`config.mk`:
```
export PLATFORM = sky130hd
export DESIGN_NAME = ram_arbiter
export DESIGN_NICKNAME = d
export VERILOG_FILES = /design/src/rtl/mem_pkg.sv /design/src/rtl/ram_arbiter_rr_pick.sv /design/src/rtl/ram_arbiter.sv
export SDC_FILE = /design/constraint.sdc
export NUM_CORES = 1
export LEC_CHECK = 0
export CAP_MARGIN = 30
export CORE_AREA = 2 2 164 166
export DETAILED_ROUTE_END_ITERATION = 10
export DIE_AREA = 0 0 166 168
export PLACE_DENSITY_LB_ADDON = 0.2
export SYNTH_ARGS = -nofsm -noshare
export SYNTH_HDL_FRONTEND = slang
export SYNTH_SLANG_ARGS = --single-unit
```
`constraint.sdc`:
```
create_clock -name clk -period 5.21 [get_ports clk]
set_clock_uncertainty 0.2 [all_clocks]
set_input_delay 0.7815 -clock clk [delete_from_list [all_inputs] [get_ports clk]]
set_output_delay 0.7815 -clock clk [all_outputs]
set_load 0.02 [all_outputs]
```
`src/rtl/mem_pkg.sv`:
```
// Shared definitions for the cache-controller memory path: default widths,
// arbiter state encoding and requester identifiers.
package mem_pkg;

  localparam int ADDR_W_DEF = 32;
  localparam int LINE_W_DEF = 64;

  typedef enum logic [1:0] {
    ST_IDLE   = 2'd0,
    ST_ACCESS = 2'd1,
    ST_RESP   = 2'd2
  } state_e;

  localparam logic OWNER_IC = 1'b0;
  localparam logic OWNER_DC = 1'b1;

endpackage

```
`src/rtl/ram_arbiter_rr_pick.sv`:
```
// Two-way round-robin grant: a lone request wins outright; on a tie the
// requester that was not served last wins.
module rr_pick
  import mem_pkg::*;
(
  input  logic req_ic_i,
  input  logic req_dc_i,
  input  logic last_i,
  output logic gnt_valid_o,
  output logic gnt_dc_o
);

  // Grant decision is purely combinational from the request pair and history.
  always_comb begin
    gnt_valid_o = req_ic_i | req_dc_i;
    gnt_dc_o    = req_dc_i & (~req_ic_i | (last_i == OWNER_IC));
  end

endmodule

```
`src/rtl/ram_arbiter.sv`:
```
// Shares one RAM port between the icache and dcache miss paths. One access
// at a time: grant in IDLE, hold ram_en through ACCESS, pulse the owner's ack
// in RESP. A watchdog turns a never-completing access into an error response.
module ram_arbiter
  import mem_pkg::*;
#(
  parameter int ADDR_W  = ADDR_W_DEF,
  parameter int LINE_W  = LINE_W_DEF,
  parameter int TIMEOUT = 16
) (
  input  logic              clk,
  input  logic              reset,
  input  logic              ic_req,
  input  logic [ADDR_W-1:0] ic_addr,
  output logic              ic_ack,
  output logic [LINE_W-1:0] ic_data,
  input  logic              dc_req,
  input  logic              dc_we,
  input  logic [ADDR_W-1:0] dc_addr,
  input  logic [LINE_W-1:0] dc_wdata,
  output logic              dc_ack,
  output logic [LINE_W-1:0] dc_data,
  output logic              err,
  output logic              ram_en,
  output logic              ram_we,
  output logic [ADDR_W-1:0] ram_addr,
  output logic [LINE_W-1:0] ram_wdata,
  input  logic [LINE_W-1:0] ram_rdata,
  input  logic              ram_done,
  output logic              owner
);

  localparam int WDOG_W = (TIMEOUT > 2) ? $clog2(TIMEOUT) : 1;
  localparam logic [WDOG_W-1:0] WDOG_LAST = WDOG_W'(TIMEOUT - 1);

  state_e              state_q, state_d;
  logic                owner_q, owner_d;
  logic                last_q, last_d;
  logic                we_q, we_d;
  logic [ADDR_W-1:0]   addr_q, addr_d;
  logic [LINE_W-1:0]   wdata_q, wdata_d;
  logic [WDOG_W-1:0]   wdog_q, wdog_d;
  logic                err_flag_q, err_flag_d;
  logic [LINE_W-1:0]   ic_data_q, ic_data_d;
  logic [LINE_W-1:0]   dc_data_q, dc_data_d;
  logic [LINE_W-1:0]   line_d;

  logic gnt_valid;
  logic gnt_dc;

  rr_pick u_rr_pick (
    .req_ic_i    (ic_req),
    .req_dc_i    (dc_req),
    .last_i      (last_q),
    .gnt_valid_o (gnt_valid),
    .gnt_dc_o    (gnt_dc)
  );

  // State and datapath registers; reset abandons any transaction in flight.
  always_ff @(posedge clk) begin
    if (!reset) begin
      state_q    <= ST_IDLE;
      owner_q    <= OWNER_IC;
      last_q     <= OWNER_DC;
      we_q       <= 1'b0;
      addr_q     <= '0;
      wdata_q    <= '0;
      wdog_q     <= '0;
      err_flag_q <= 1'b0;
      ic_data_q  <= '0;
      dc_data_q  <= '0;
    end else begin
      state_q    <= state_d;
      owner_q    <= owner_d;
      last_q     <= last_d;
      we_q       <= we_d;
      addr_q     <= addr_d;
      wdata_q    <= wdata_d;
      wdog_q     <= wdog_d;
      err_flag_q <= err_flag_d;
      ic_data_q  <= ic_data_d;
      dc_data_q  <= dc_data_d;
    end
  end

  // Next-state logic: grant in IDLE, complete or time out in ACCESS, then RESP.
  always_comb begin
    state_d    = state_q;
    owner_d    = owner_q;
    last_d     = last_q;
    we_d       = we_q;
    addr_d     = addr_q;
    wdata_d    = wdata_q;
    wdog_d     = wdog_q;
    err_flag_d = err_flag_q;
    ic_data_d  = ic_data_q;
    dc_data_d  = dc_data_q;
    line_d     = '0;

    case (state_q)
      ST_IDLE: begin
        if (gnt_valid) begin
          owner_d    = gnt_dc;
          last_d     = gnt_dc;
          wdog_d     = '0;
          err_flag_d = 1'b0;
          state_d    = ST_ACCESS;
          if (gnt_dc) begin
            we_d    = dc_we;
            addr_d  = dc_addr;
            wdata_d = dc_wdata;
          end else begin
            we_d    = 1'b0;
            addr_d  = ic_addr;
            wdata_d = '0;
          end
        end
      end

      ST_ACCESS: begin
        // A completion in the final watchdog cycle still counts as success.
        if (ram_done || (wdog_q == WDOG_LAST)) begin
          if (ram_done && !we_q) begin
            line_d = ram_rdata;
          end
          err_flag_d = ~ram_done;
          state_d    = ST_RESP;
          if (owner_q == OWNER_DC) begin
            dc_data_d = line_d;
          end else begin
            ic_data_d = line_d;
          end
        end else begin
          wdog_d = wdog_q + WDOG_W'(1);
        end
      end

      ST_RESP: begin
        state_d = ST_IDLE;
      end

      default: begin
        state_d = ST_IDLE;
      end
    endcase
  end

  // Outputs decode directly from registered state so they are glitch-free.
  always_comb begin
    ram_en    = (state_q == ST_ACCESS);
    ram_we    = (state_q == ST_ACCESS) & we_q;
    ram_addr  = addr_q;
    ram_wdata = wdata_q;
    ic_ack    = (state_q == ST_RESP) & (owner_q == OWNER_IC);
    dc_ack    = (state_q == ST_RESP) & (owner_q == OWNER_DC);
    err       = (state_q == ST_RESP) & err_flag_q;
    ic_data   = ic_data_q;
    dc_data   = dc_data_q;
    owner     = owner_q;
  end

endmodule

```
==> summary.txt <==
Floorplanning
  • Ports: 428
  • Placeable core area: 0.0264 mm²
  • Die area: 0.0279 mm²
  • Starting density of the core: 31.4%
  • Row count: 60
  • Die height: 168 µm
  • Width of the die: 166 µm

Logic synthesis
  • Dominant synthesized flop cell: dfxtp_1
  • Distinct cell type count after synthesis: 34
  • Top cell types by occurrence after synthesis: 234 x dfxtp_1, 128 x a22o_1, 99 x a21oi_1, 68 x nand3_1, 60 x o21ai_0
  • Portion of the post-synthesis area used by sequential elements: 56.6%
  • Ys async rst share: 0%
  • Post-synthesis instance area: 0.00828 mm²
  • Most common cell in the synthesized netlist: dfxtp_1
  • Syn Area/Cell: 10.6 µm²
  • Total nets after synthesis: 983
  • Area share of the leading cell type in the synthesized netlist: 56.6%
  • Area contributors post-synth: dfxtp_1 57%, a22o_1 14%, a21oi_1 6.0%
  • Number of warning messages in the yosys log: 0
  • Post-Syn Instances: 784
  • Cell type with the largest total area after synthesis: dfxtp_1
  • Synth Register Bits: 234
  • Number of enable-type register cells in the synthesized netlist: 0

Worst setup path
  • Crit-path max FO: 9
  • R2R cell count: 4
  • Critical R2R Launch: state_q[1]$_SDFFE_PN0P_
  • Data required time of the worst path: 4230 ps
  • Critical-path cell with the highest stage delay: nor2b_1
  • Worst path cell trace: nor2b_1 > and2_1 > clkdlybuf4s50_1
  • FF-to-FF End: ram_addr[18]$_SDFFE_PN0P_
  • Max stage delay on crit path: 750 ps
  • Startpoint class of the critical path: flip-flop
  • Setup Crit Path Kind: flip-flop to output port
  • Arrival time of data at the critical path endpoint: 2600 ps
  • Reg2reg setup slack: 2640 ps
  • Critical Path End Type: output port

Drt
  • Number of routed nets with antenna violations: 0
  • Total routed wire length on the met1 layer: 12100 µm
  • Initial detailed-routing violation count: 488
  • DRC violation count after routing: 0
  • Via count of the routed design: 7767
  • Average wire per standard cell: 19.4 µm
  • First drt pass iteration count: 5
  • Max Used Layer: met4
  • DR WL met2: 13800 µm
  • Wire length reported by the detailed router: 29600 µm
  • Vias per inst: 5.08
  • Met3 routed WL: 2680 µm

Cells and area
  • Synth-to-Final Area Change: 64.5%
  • Fraction of the core area covered by cells at the end of the flow: 51.7%
  • Filler cell count: 2344
  • Final-stage net count: 1369
  • Proportion of layout cells with a drive suffix above 1: 5.64%
  • Area used by multi-input combinational logic: 0.00321 mm²
  • Area of all sequential standard cells: 0.00468 mm²

Global routing
  • Largest net degree at the start of global routing: 88
  • Number of antenna violations at the first check in global routing: 1
  • Aggregate global-route resource usage: 20.0%
  • Vias in the first global route: 7794
  • Wire length of the first global-routing pass: 45500 µm
  • Remaining global-route overflow: 0

Timing
  • Upper clock frequency limit: 279 MHz
  • Final hold violation count: 0
  • Setup_tns: 0 ps
  • Slew of the pin with the lowest slew margin: 973 ps
  • Final setup vio count: 0
  • Final Max Tran Viols: 0
  • Share of the clock period used by the worst path: 68.7%
  • Setup repair after global routing missed its margin: no
  • Worst rel slew slack: 35.2%
  • Min Tclk post-route: 3580 ps
  • Smallest hold slack: 272 ps

Power and ir drop
  • Total Power: 4640 µW
  • Power Dens Cells: 341 mW/mm²
  • Worst VDD drop: 268 µV
  • Standby leakage power: 0.00492 µW

Clock network
  • Sink count of the clock tree: 234
  • Number of resized instances in the post-cts repair step: 0
  • Clock slew at reported path FFs: 60 ps
  • Total number of H-tree levels: 1
  • Cell at the root of the clock tree: clkbuf_16
  • Post-CTS Repair Setup Buffers: 0
  • Clock buffers created by TritonCTS: 27
  • Clock tree from TritonCTS: yes
  • Clk Latency, worst-skew pair: 520 ps
  • Hold-fix buffers at CTS: 0
  • Maximum clock path buffer count: 3

Placed design
  • GPL Wtd Cong: 0.802
  • Final HPWL DP: 19900 µm
  • PortBufs: 427

Hold path
  • Startpoint of the worst hold path: err_flag_q$_SDFFE_PN0P_
  • Hold path depth: 2
  • Hold/Removal Path Class: flip-flop to flip-flop
  • Hold worst-path end: err_flag_q$_SDFFE_PN0P_

Job
  • Max-Cap Viols: 0

Run status
  • Result of the run: finished clean
[sequential cells by signal (all words and copies together) (netlist names)]
signal / cells
dc_data: 64
ic_data: 64
ram_wdata: 64
ram_addr: 32
wdog_q: 4
state_q: 2
err_flag_q: 1
last_q: 1
owner: 1
we_q: 1
[through the flow]
step | std cells | worst slack [ps] | instance area (µm²)
6_report | 1530 | 1630 | 13600
2_1_floorplan | 784 | 3000 | 8280
5_1_grt | 1530 | 1510 | 13600
4_1_cts | 1529 | 1610 | 13600
3_3_place_gp | 1482 | 1870 | 12700
3_5_place_dp | 1482 | 1840 | 12700
[per-layer routing]
metal,vias up,global-route usage [%]
met5,-,0.348
met3,52,6.23
li1,3719,-
met4,0,7.45
met2,346,32.6
met1,3650,25.0
[power by group]
| group | switching [µW] | internal, µW | leakage, µW |
|---|---|---|---|
| sequential | 48.8 | 1880 | 0.00190 |
| clock | 741 | 1230 | 0.000455 |
| combinational | 379 | 362 | 0.00256 |
| total | 1170 | 3470 | 0.00492 |
[cells in the final DEF (no fill, tap or decap), drive strengths merged, types with 3 or more instances in the layout]
master,Yosys,routed
clkdlybuf4s50,0,427
dfxtp,234,234
a22o,128,128
a21oi,99,99
o21ai,70,70
nand3,68,68
clkbuf,45,38
mux2i,33,33
a211oi,33,33
buf,36,11
nand2,5,5
clkinv,0,4
bufinv,0,4
nor2,4,4
nor3b,3,3
nand3b,3,3
a31oi,3,3
[cell families after synthesis]
logic type	share of synthesized area, %
compound gates	27.6
fa+ha+maj	0.151
buf+inv	5.23
flops	56.6
mux	3.99
simple gates	6.41
[worst max-delay path by stage]
| stage | start | end | slack (ps) | cells after the start |
|---|---|---|---|---|
| 2_1_floorplan | owner$_SDFFE_PN0P_ | dc_ack | 3000 | 2 |
| 3_3_place_gp | dc_req | ram_addr[26]$_SDFFE_PN0P_ | 1870 | 5 |
| 3_5_place_dp | dc_req | ram_addr[26]$_SDFFE_PN0P_ | 1840 | 5 |
| 4_1_cts | state_q[0]$_SDFFE_PN0P_ | ram_we | 1610 | 3 |
| 5_1_grt | state_q[0]$_SDFFE_PN0P_ | ram_we | 1510 | 3 |
| 6_report | state_q[0]$_SDFFE_PN0P_ | ram_we | 1630 | 3 |
[worst max-delay path: cells and delay by family, from the launching register on]
| family | cells | cell delay (ps) |
|---|---|---|
| and+or+nand+nor | 2 | 970 |
| buffers and inverters | 1 | 620 |
| DFF | 1 | 490 |
[area by class of cell]
class / instances / area share [%]
clock buffers: 38 / 5.71
flip-flops and latches: 234 / 34.4
clock inverters: 9 / 1.11
diodes: 1 / 0.0184
multi-input cells: 467 / 23.5
well taps: 341 / 3.13
inverters: 2 / 0.0643
repair buffers: 438 / 32.0
No activity file was read; power rests on OpenSTA's default activity.
